==> config.mk <==
export PLATFORM = sky130hd
export DESIGN_NAME = seq_nonrestoring_divider
export DESIGN_NICKNAME = d
export VERILOG_FILES = /design/src/rtl/seq_nonrestoring_divider.sv
export SDC_FILE = /design/constraint.sdc
export NUM_CORES = 1
export LEC_CHECK = 0
export BUFFER_PORTS_ARGS = -buffer_cell sky130_fd_sc_hd__buf_2
export CORE_MARGIN = 2
export CORE_UTILIZATION = 66
export DETAILED_ROUTE_END_ITERATION = 7
export GPL_TIMING_DRIVEN = 0
export HOLD_SLACK_MARGIN = 0.05
export PLACE_DENSITY = 0.88
export REMOVE_ABC_BUFFERS = 1
export SYNTH_ARGS = -nofsm -noshare
export SYNTH_HDL_FRONTEND = slang
export SYNTH_SLANG_ARGS = --single-unit
==> constraint.sdc <==
create_clock -name clk -period 16.25 [get_ports clk]
set_clock_uncertainty 0.2 [all_clocks]
set_input_delay 0.8125 -clock clk [delete_from_list [all_inputs] [get_ports clk]]
set_output_delay 0.8125 -clock clk [all_outputs]
set_load 0.005 [all_outputs]
==> src/rtl/seq_nonrestoring_divider.sv <==
// Multi-cycle non-restoring integer divider with valid/ready handshakes on both sides.
// Retires BITS_PER_CYCLE quotient bits per clock; signed or unsigned per request, explicit divide-by-zero flag.
//
// state | meaning
// IDLE  | waiting for a request, in_ready high
// RUN   | iterating non-restoring steps on the magnitudes
// FIX   | final remainder correction and sign application
// DONE  | result presented, held until out_ready
module seq_nonrestoring_divider #(
    parameter int WIDTH          = 32,
    parameter int BITS_PER_CYCLE = 1,
    parameter int SIGNED_EN      = 1
) (
    input  logic             clk,
    input  logic             reset,
    input  logic             in_valid,
    output logic             in_ready,
    input  logic [WIDTH-1:0] dividend,
    input  logic [WIDTH-1:0] divisor,
    input  logic             signed_mode,
    output logic             out_valid,
    input  logic             out_ready,
    output logic [WIDTH-1:0] quotient,
    output logic [WIDTH-1:0] remainder,
    output logic             div_by_zero,
    output logic             busy
);
    localparam int STEPS = WIDTH / BITS_PER_CYCLE;
    localparam int CW    = $clog2(STEPS + 1);

    typedef enum logic [1:0] {IDLE, RUN, FIX, DONE} state_t;
    state_t state, state_nx;

    logic [WIDTH:0]   p, p_nx, p_fix;
    logic [WIDTH-1:0] a, a_nx, d;
    logic [WIDTH-1:0] dvd_mag, dvs_mag, r_mag, q_res, r_res;
    logic [CW-1:0]    cnt;
    logic             neg_q, neg_r, step_neg;
    logic             accept, signed_op, dvd_neg, dvs_neg;

    assign accept    = in_valid && in_ready;
    assign signed_op = (SIGNED_EN != 0) && signed_mode;
    assign dvd_neg   = signed_op && dividend[WIDTH-1];
    assign dvs_neg   = signed_op && divisor[WIDTH-1];
    assign dvd_mag   = dvd_neg ? -dividend : dividend;
    assign dvs_mag   = dvs_neg ? -divisor : divisor;

    // P is allowed to wrap during the shift; the add/subtract brings it back into [-D, D).
    always_comb begin
        p_nx     = p;
        a_nx     = a;
        step_neg = 1'b0;
        for (int i = 0; i < BITS_PER_CYCLE; i++) begin
            step_neg = p_nx[WIDTH];
            p_nx     = {p_nx[WIDTH-1:0], a_nx[WIDTH-1]};
            p_nx     = step_neg ? (p_nx + {1'b0, d}) : (p_nx - {1'b0, d});
            a_nx     = {a_nx[WIDTH-2:0], ~p_nx[WIDTH]};
        end
    end

    assign p_fix = p[WIDTH] ? (p + {1'b0, d}) : p;
    assign r_mag = p_fix[WIDTH-1:0];
    assign q_res = neg_q ? -a : a;
    assign r_res = neg_r ? -r_mag : r_mag;

    always_ff @(posedge clk or negedge reset) begin
        if (!reset) state <= IDLE;
        else        state <= state_nx;
    end

    always_comb begin
        state_nx  = state;
        in_ready  = 1'b0;
        out_valid = 1'b0;
        busy      = 1'b1;
        case (state)
            IDLE: begin
                in_ready = 1'b1;
                busy     = 1'b0;
                if (accept) state_nx = (divisor == '0) ? DONE : RUN;
            end
            RUN:  if (cnt == '0) state_nx = FIX;
            FIX:  state_nx = DONE;
            DONE: begin
                out_valid = 1'b1;
                if (out_ready) state_nx = IDLE;
            end
            default: state_nx = IDLE;
        endcase
    end

    always_ff @(posedge clk or negedge reset) begin
        if (!reset) begin
            p           <= '0;
            a           <= '0;
            d           <= '0;
            cnt         <= '0;
            neg_q       <= 1'b0;
            neg_r       <= 1'b0;
            quotient    <= '0;
            remainder   <= '0;
            div_by_zero <= 1'b0;
        end else begin
            case (state)
                IDLE: if (accept) begin
                    if (divisor == '0) begin
                        quotient    <= '1;
                        remainder   <= dividend;
                        div_by_zero <= 1'b1;
                    end else begin
                        a           <= dvd_mag;
                        d           <= dvs_mag;
                        p           <= '0;
                        neg_q       <= dvd_neg ^ dvs_neg;
                        neg_r       <= dvd_neg;
                        cnt         <= CW'(STEPS - 1);
                        div_by_zero <= 1'b0;
                    end
                end
                RUN: begin
                    p   <= p_nx;
                    a   <= a_nx;
                    cnt <= cnt - CW'(1);
                end
                FIX: begin
                    quotient  <= q_res;
                    remainder <= r_res;
                end
                default: ;
            endcase
        end
    end
endmodule

==> flow_summary_export.csv, run 1 <==
group,metric,value,unit
synth,yosysWarningCount,0,
die,row_count,53,
timing,post-route-period-util,36.7,%
setup_path,cp_data_required_time,16.42,ns
clock_network,cts_resized,0,
routing,initialDrtViolationCount,901,
clock_network,clk_pin_slew,0.07,ns
die,chipWidth,150,um
grt,antenna_found_initial,0,
routing,routed_wl,37000,um
min_path,hold_class,"input port to async pin",
clock_network,clock_latency,0.43,ns
routing,dr_total_vias,13400,
routing,ant_nets,0,
clock_network,hold_buffers,0,
grt,grt_max_degree,127,
finish,syn_to_final_growth,10.8,%
synth,seq_area_frac_synth,30.5,%
clock_network,htreeDepth,4,
setup_path,r2r-start,"p[32]$_DFFE_PN0P_",
power,switching_share,50.2,%
clock_network,cts_sinks,172,
setup_path,endpoint_kind,"flop",
grt,grt_pass1_wl,60200,um
power,power.switching,1.74,mW
routing,drc_errors,0,
die,pin_count,137,
placed_design,globalplace.congestion,0.900,
timing,finalHoldViolCount,0,
synth,synth_area,0.0141,mm^2
routing,dr.pass1.iters,6,
placed_design,port_buffers,136,
finish,final_common_cell,"a21oi_1",
synth,syn_area_per_cell,8.00,um^2
placed_design,dp_slack,10.54,ns
timing,rsz0062_at_grt,"no",
power,p_comb_share,62.8,%
synth,ys.flop_type,"dfrtp_1",
die,die_h,150,um
timing,setup_ws,10.28,ns
die,start_util,67.0,%
setup_path,rrSetupSlack,10.28,ns
routing,wl_per_cell,17.4,um
power,p_clk_share,12.3,%
finish,n_antenna_cell,0,
timing,worst_pin_slew,1.28,ns
outcome,status,"completed",
power,leakagePower,6.64,nW
finish,final_util,74.3,%
synth,syn_inst,1762,
placed_design,place_hpwl,27800,um
setup_path,reg2regPathDepth,14,
synth,synth_fa_ha_area_share,6.85,%
power,internal_power,1.73,mW
grt,grt_pass1_vias,12300,
finish,nNetsFinal,1982,
synth,synth_top_family_by_area,"compound AO/OA/AOI/OAI gates",
clock_network,cts_root_buf,"clkbuf_16",
timing,fin_setup_tns,0,ns
synth,async_flop_share,100,%
grt,grt_usage,32.9,%
timing,finalCriticalPeriod,5.97,ns
setup_path,critPathArrivalTime,6.14,ns
clock_network,clockBufferDepth,2,
setup_path,cp_max_fo,88,
routing,via_per_inst,6.33,
timing,fmax,168,MHz
clock_network,numCtsBuffers,17,
timing,final-setup-viol-count,0,
power,ir_drop,88.4,uV
synth,synth_compound_area_share,24.9,%
run,max-cap-violations,0,
setup_path,crit_type,"flop to flop",
die,core-area,0.0210,mm^2
finish,drive_gt1_share,11.5,%
clock_network,cts_tree,"built",
timing,slew_headroom,14.2,%
setup_path,rr_endpoint,"a[0]$_DFFE_PN0P_",
timing,drv_slew,0,
die,die_area,0.0225,mm^2
synth,synthSimpleGateAreaFrac,20.2,%
synth,synth_xor_area_share,11.5,%
setup_path,critPathLaunchType,"flop",
grt,grt_overflow,0,
synth,synth_edf_count,0,
finish,final_cell_mix,"a21oi_1, nor2_1, dfrtp_1, nand2_1, buf_2",
synth,ys_ff_latch,172,
power,seq_power_share,24.9,%
clock_network,post_cts_buffers,0,
synth,synth.area.mux_share,2.02,%
synth,synth_cell_types,83,
power,power_density,222,mW/mm^2
setup_path,startpoint,"p[32]$_DFFE_PN0P_",
## critical path, cell delays in order, from the launching register on
cell and delay [ns]:
dfrtp_4 1.02, inv_1 0.82, nand2_1 0.25, xnor2_1 0.09, ha_1 0.30, inv_1 0.06
a21oi_1 0.21, nor3_1 0.13, o41ai_1 1.03, a211oi_1 0.22, o21ai_0 0.37, a31oi_1 0.16
a21oi_1 0.35, mux2i_1 0.47, a211o_1 0.17
## cell usage after synthesis, types with 22 or more instances
cell type / count / area share (%)
nor3_1: 50 / 1.8
ha_1: 74 / 6.6
nand3_1: 27 / 0.96
a31oi_1: 50 / 2.2
o21ai_0: 124 / 4.4
inv_1: 54 / 1.4
nand2_1: 156 / 4.2
a21o_1: 30 / 1.6
dfrtp_1: 172 / 31
clkbuf_1: 61 / 1.6
mux2i_1: 24 / 1.7
o31ai_1: 37 / 2.0
or3_1: 27 / 1.2
xnor2_1: 99 / 6.2
xor2_1: 86 / 5.3
nor2_1: 190 / 5.1
nor4_1: 22 / 0.98
a21oi_1: 216 / 7.7
## logic make-up (layout without fill, tap and decap cells)
logic type | Yosys count | count (layout)
adder cells (fa/ha/maj) | 76 | 76
AO/OA/AOI/OAI | 570 | 570
buffers and inverters | 143 | 230
XOR/XNOR | 185 | 185
AND/OR/NAND/NOR | 588 | 588
multiplexers | 28 | 28
flip-flops | 172 | 172
## worst max path at each step
| stage | end | cells past startpoint |
|---|---|---|
| floorplan | a[0]$_DFFE_PN0P_ | 10 |
| CTS | a[0]$_DFFE_PN0P_ | 14 |
| global placement | a[0]$_DFFE_PN0P_ | 13 |
| global route | a[0]$_DFFE_PN0P_ | 14 |
| finish | a[0]$_DFFE_PN0P_ | 14 |
| detailed placement | a[0]$_DFFE_PN0P_ | 14 |
## state kept, by name, summed over array words and instances, names as in the netlist
signal and count:
neg_q 1, quotient 32, d 32, remainder 32
cnt 6, neg_r 1, a 32, state 2
p 33, div_by_zero 1
## metal layers
metal | vias up | track usage, % | part of all wire (%)
met4 | 0 | 10.6 | 2.2
met3 | 56 | 3.39 | 6.7
met5 | - | 0 | 0
met1 | 6317 | 45.4 | 44
li1 | 6542 | - | -
met2 | 520 | 54.5 | 47
## through the flow
stage / instances / hold slack, ns / instance area [um^2] / total power, mW
after floorplan: 1673 / 0.273 / 13700 / 2.42
after global placement: 2084 / 0.262 / 14800 / 2.89
after detailed placement: 2093 / 0.278 / 15000 / 3.00
after CTS: 2124 / 0.0602 / 15600 / 3.44
after global routing: 2124 / 0.0714 / 15600 / 3.77
final: 2124 / 0.0534 / 15600 / 3.47
## final cells by class
type                    count  area (um^2)
clock inverters            14          175
inverters                  54          203
flip-flops and latches    172         4310
well taps                 275          344
clock buffers              17          425
fillers                  1588         5410
repair buffers            145          877
multi-input cells        1447         9280
## power by group through the flow
stage,clock network [mW],logic (mW),registers [mW]
3_5_place_dp,0,2.13,0.861
2_1_floorplan,0,1.64,0.784
5_1_grt,0.450,2.43,0.891
4_1_cts,0.431,2.15,0.855
3_3_place_gp,0,2.04,0.850
6_report,0.429,2.18,0.865
Note: power is estimated with default switching activity, not from simulation.
==> inputs of run 2 (changes only) <==
Settings changed: ABC_AREA set to 1, CORE_UTILIZATION 66 to 62, PLACE_DENSITY 0.88 to 0.83.
Clock period 16.25 ns to 6 ns, I/O delays scaled along.
==> run 2 against run 1 <==
Die area increased by 14%; final area increased by 9.8%; non-clock buffer count increased by 42; register-to-register slack got worse by 9.2 ns; sequential cell count unchanged; worst setup slack got worse by 9.5 ns; first-iteration DRC count increased by 39%; global-route usage increased by 2.1 points; sequential power increased to 2.7 times the previous value; critical endpoint is now cnt[5]$_DFFE_PN0P_.
==> flow_summary_export.csv, run 2 <==
group,metric,value,unit
die,pin_count,137,
grt,grt_pass1_vias,15100,
synth,synth_top_area_share,28.4,%
placed_design,globalplace.congestion,0.957,
grt,grt_max_degree,90,
synth,synth_area,0.0151,mm^2
finish,final_common_cell,"nand2_1",
synth,ys_ff_latch,172,
clock_network,numCtsBuffers,17,
timing,rsz0062_at_grt,"no",
run,max-cap-violations,0,
die,row_count,57,
timing,fin_setup_tns,0,ns
placed_design,place_hpwl,33800,um
die,die_h,160,um
power,power_density,594,mW/mm^2
synth,yosys-top-cells-area,"dfrtp_1, nand2_1, inv_1",
routing,via_per_inst,5.59,
timing,worst_pin_slew,1.19,ns
setup_path,crit_type,"input port to flop",
routing,dr_total_vias,15900,
clock_network,clk_pin_slew,0.07,ns
setup_path,worst_path_max_delay_cell,"nor3_1",
routing,drc_errors,0,
finish,nNetsFinal,2649,
setup_path,cp_cell_sequence,"dlygate4sd3_1, buf_2, inv_1, ha_1, nand2_1, nor2_1, nand3b_1, nor3_2, inv_1, nor3_1, nor2_1, nand2_4, o21ai_4, buf_12, clkinv_1, nor2_1, nand2_1, nor3_1, nor3_1",
finish,drive_gt1_share,8.31,%
routing,wl_per_cell,15.7,um
min_path,worstHoldEndpoint,"remainder[17]$_DFFE_PN0P_",
setup_path,rr_endpoint,"p[23]$_DFFE_PN0P_",
finish,fin_cells,2840,
finish,regArea,0.00431,mm^2
power,ir_drop,277,uV
min_path,hold_class,"input port to flop",
timing,fmax,192,MHz
die,die_area,0.0257,mm^2
die,chipWidth,160,um
clock_network,cts_sinks,172,
setup_path,endpoint_kind,"flop",
finish,syn_to_final_growth,13.3,%
setup_path,cp_max_fo,61,
finish,multi_input_area,0.00937,mm^2
die,core-area,0.0242,mm^2
grt,antenna_found_initial,0,
routing,ant_nets,0,
power,power,10.2,mW
outcome,status,"completed",
clock_network,clockBufferDepth,2,
setup_path,reg2regPathDepth,15,
setup_path,rrSetupSlack,1.05,ns
synth,yosysMostFrequentCell,"nand2_1",
synth,ys.flop_type,"dfrtp_1",
grt,grt_pass1_wl,72700,um
placed_design,place_area,0.0161,mm^2
synth,syn_inst,2366,
finish,n_antenna_cell,0,
timing,final-setup-viol-count,0,
synth,yosysWarningCount,0,
synth,async_flop_share,100,%
synth,syn_area_per_cell,6.40,um^2
clock_network,cts_tree,"built",
timing,post-route-period-util,86.6,%
grt,grt_overflow,0,
min_path,hold_depth,3,
synth,synth_cell_types,48,
power,leakagePower,8.85,nW
setup_path,critPathArrivalTime,5.36,ns
clock_network,clock_latency,0.45,ns
placed_design,port_buffers,136,
synth,yosys.area.top_type,"dfrtp_1",
timing,finalHoldViolCount,0,
finish,final_cell_mix,"nand2_1, inv_1, nor2_1, dfrtp_1, o21ai_0",
finish,nFillCells,2074,
synth,ys_top_cells_by_count,"nand2_1, inv_1, nor2_1",
synth,seq_area_frac_synth,28.4,%
grt,grt_usage,35.0,%
finish,largest_reg_flops,33,
routing,routed_wl,44600,um
timing,slew_headroom,20.4,%
routing,dr.pass1.iters,6,
synth,synth_edf_count,0,
clock_network,cts_root_buf,"clkbuf_16",
setup_path,r2r-start,"p[32]$_DFFE_PN0P_",
timing,drv_slew,0,
routing,initialDrtViolationCount,1253,
setup_path,critPathMaxStageDelay,0.84,ns
finish,fin_area,0.0171,mm^2
finish,top_register,"p",
setup_path,cp_data_required_time,6.16,ns
setup_path,critPathLaunchType,"input port",
min_path,hold_start,"dividend[17]",
die,start_util,62.6,%
timing,finalCriticalPeriod,5.20,ns
placed_design,numPlacedInstances,2762,
clock_network,htreeDepth,4,
==> run 2: cells by family after synthesis <==
group           count (synthesis)  share of synthesized area [%]
compound gates                400                           14.8
simple gates                 1191                           32.6
flops                         172                           28.4
buf+inv                       388                           9.79
xor+xnor                      139                           8.04
fa+ha+maj                      76                           6.38
==> run 2: routing by layer <==
layer	wire length (um)	vias to the layer above	track usage (%)
met2	21500	532	61.5
met1	19200	7330	44.3
met5	0	-	0
met3	2640	89	4.36
met4	1390	0	12.9
li1	-	7915	-
==> run 2: through the flow <==
step | hold WS [ns] | utilization, % | setup WS [ns]
2_1_floorplan | -0.196 | - | 1.59
3_3_place_gp | 0.256 | 66.0 | -0.679
3_5_place_dp | 0.123 | 66.4 | 0.208
4_1_cts | 0.0516 | 70.9 | 0.0672
5_1_grt | 0.0785 | 70.9 | 0.373
6_report | 0.0577 | 70.9 | 0.802
==> run 2: power breakdown <==
group	leakage, nW	switching [mW]	internal, mW
logic	6.50	4.30	2.40
registers	2.06	0.623	1.68
clock network	0.289	0.559	0.632
==> run 2: cell type report <==
type | instances | area share, %
Multi-Input combinational cell | 1806 | 54.7
Sequential cell | 172 | 25.1
Timing Repair Buffer | 187 | 7.33
Inverter | 320 | 7.00
Clock buffer | 17 | 2.48
Tap cell | 324 | 2.36
Clock inverter | 14 | 1.07
==> run 2: worst max-delay path by stage <==
stage,slack [ns],cells past startpoint,to,startpoint
2_1_floorplan,1.59,9,cnt[5]$_DFFE_PN0P_,state[1]$_DFFE_PN0P_
3_3_place_gp,-0.68,16,p[25]$_DFFE_PN0P_,divisor[0]
3_5_place_dp,0.21,15,p[20]$_DFFE_PN0P_,divisor[0]
4_1_cts,0.07,16,p[20]$_DFFE_PN0P_,divisor[0]
5_1_grt,0.37,19,cnt[5]$_DFFE_PN0P_,divisor[0]
6_report,0.80,19,cnt[5]$_DFFE_PN0P_,divisor[0]
==> run 2: critical path, delay by kind of cell <==
family / cells / cell delay (ns)
AND/OR/NAND/NOR: 11 / 2.74
AO/OA/AOI/OAI: 1 / 0.37
adder cells (fa/ha/maj): 1 / 0.17
buffers and inverters: 6 / 1.75
==> run 2: repair_timing <==
item / 4_1_cts / 5_1_grt
hold endpoints to repair: 129 / 0
endpoints found under the setup margin: 0 / 9
hold buffers: 47 / 0
gates resized for setup: 0 / 2
setup buffers: 0 / 0
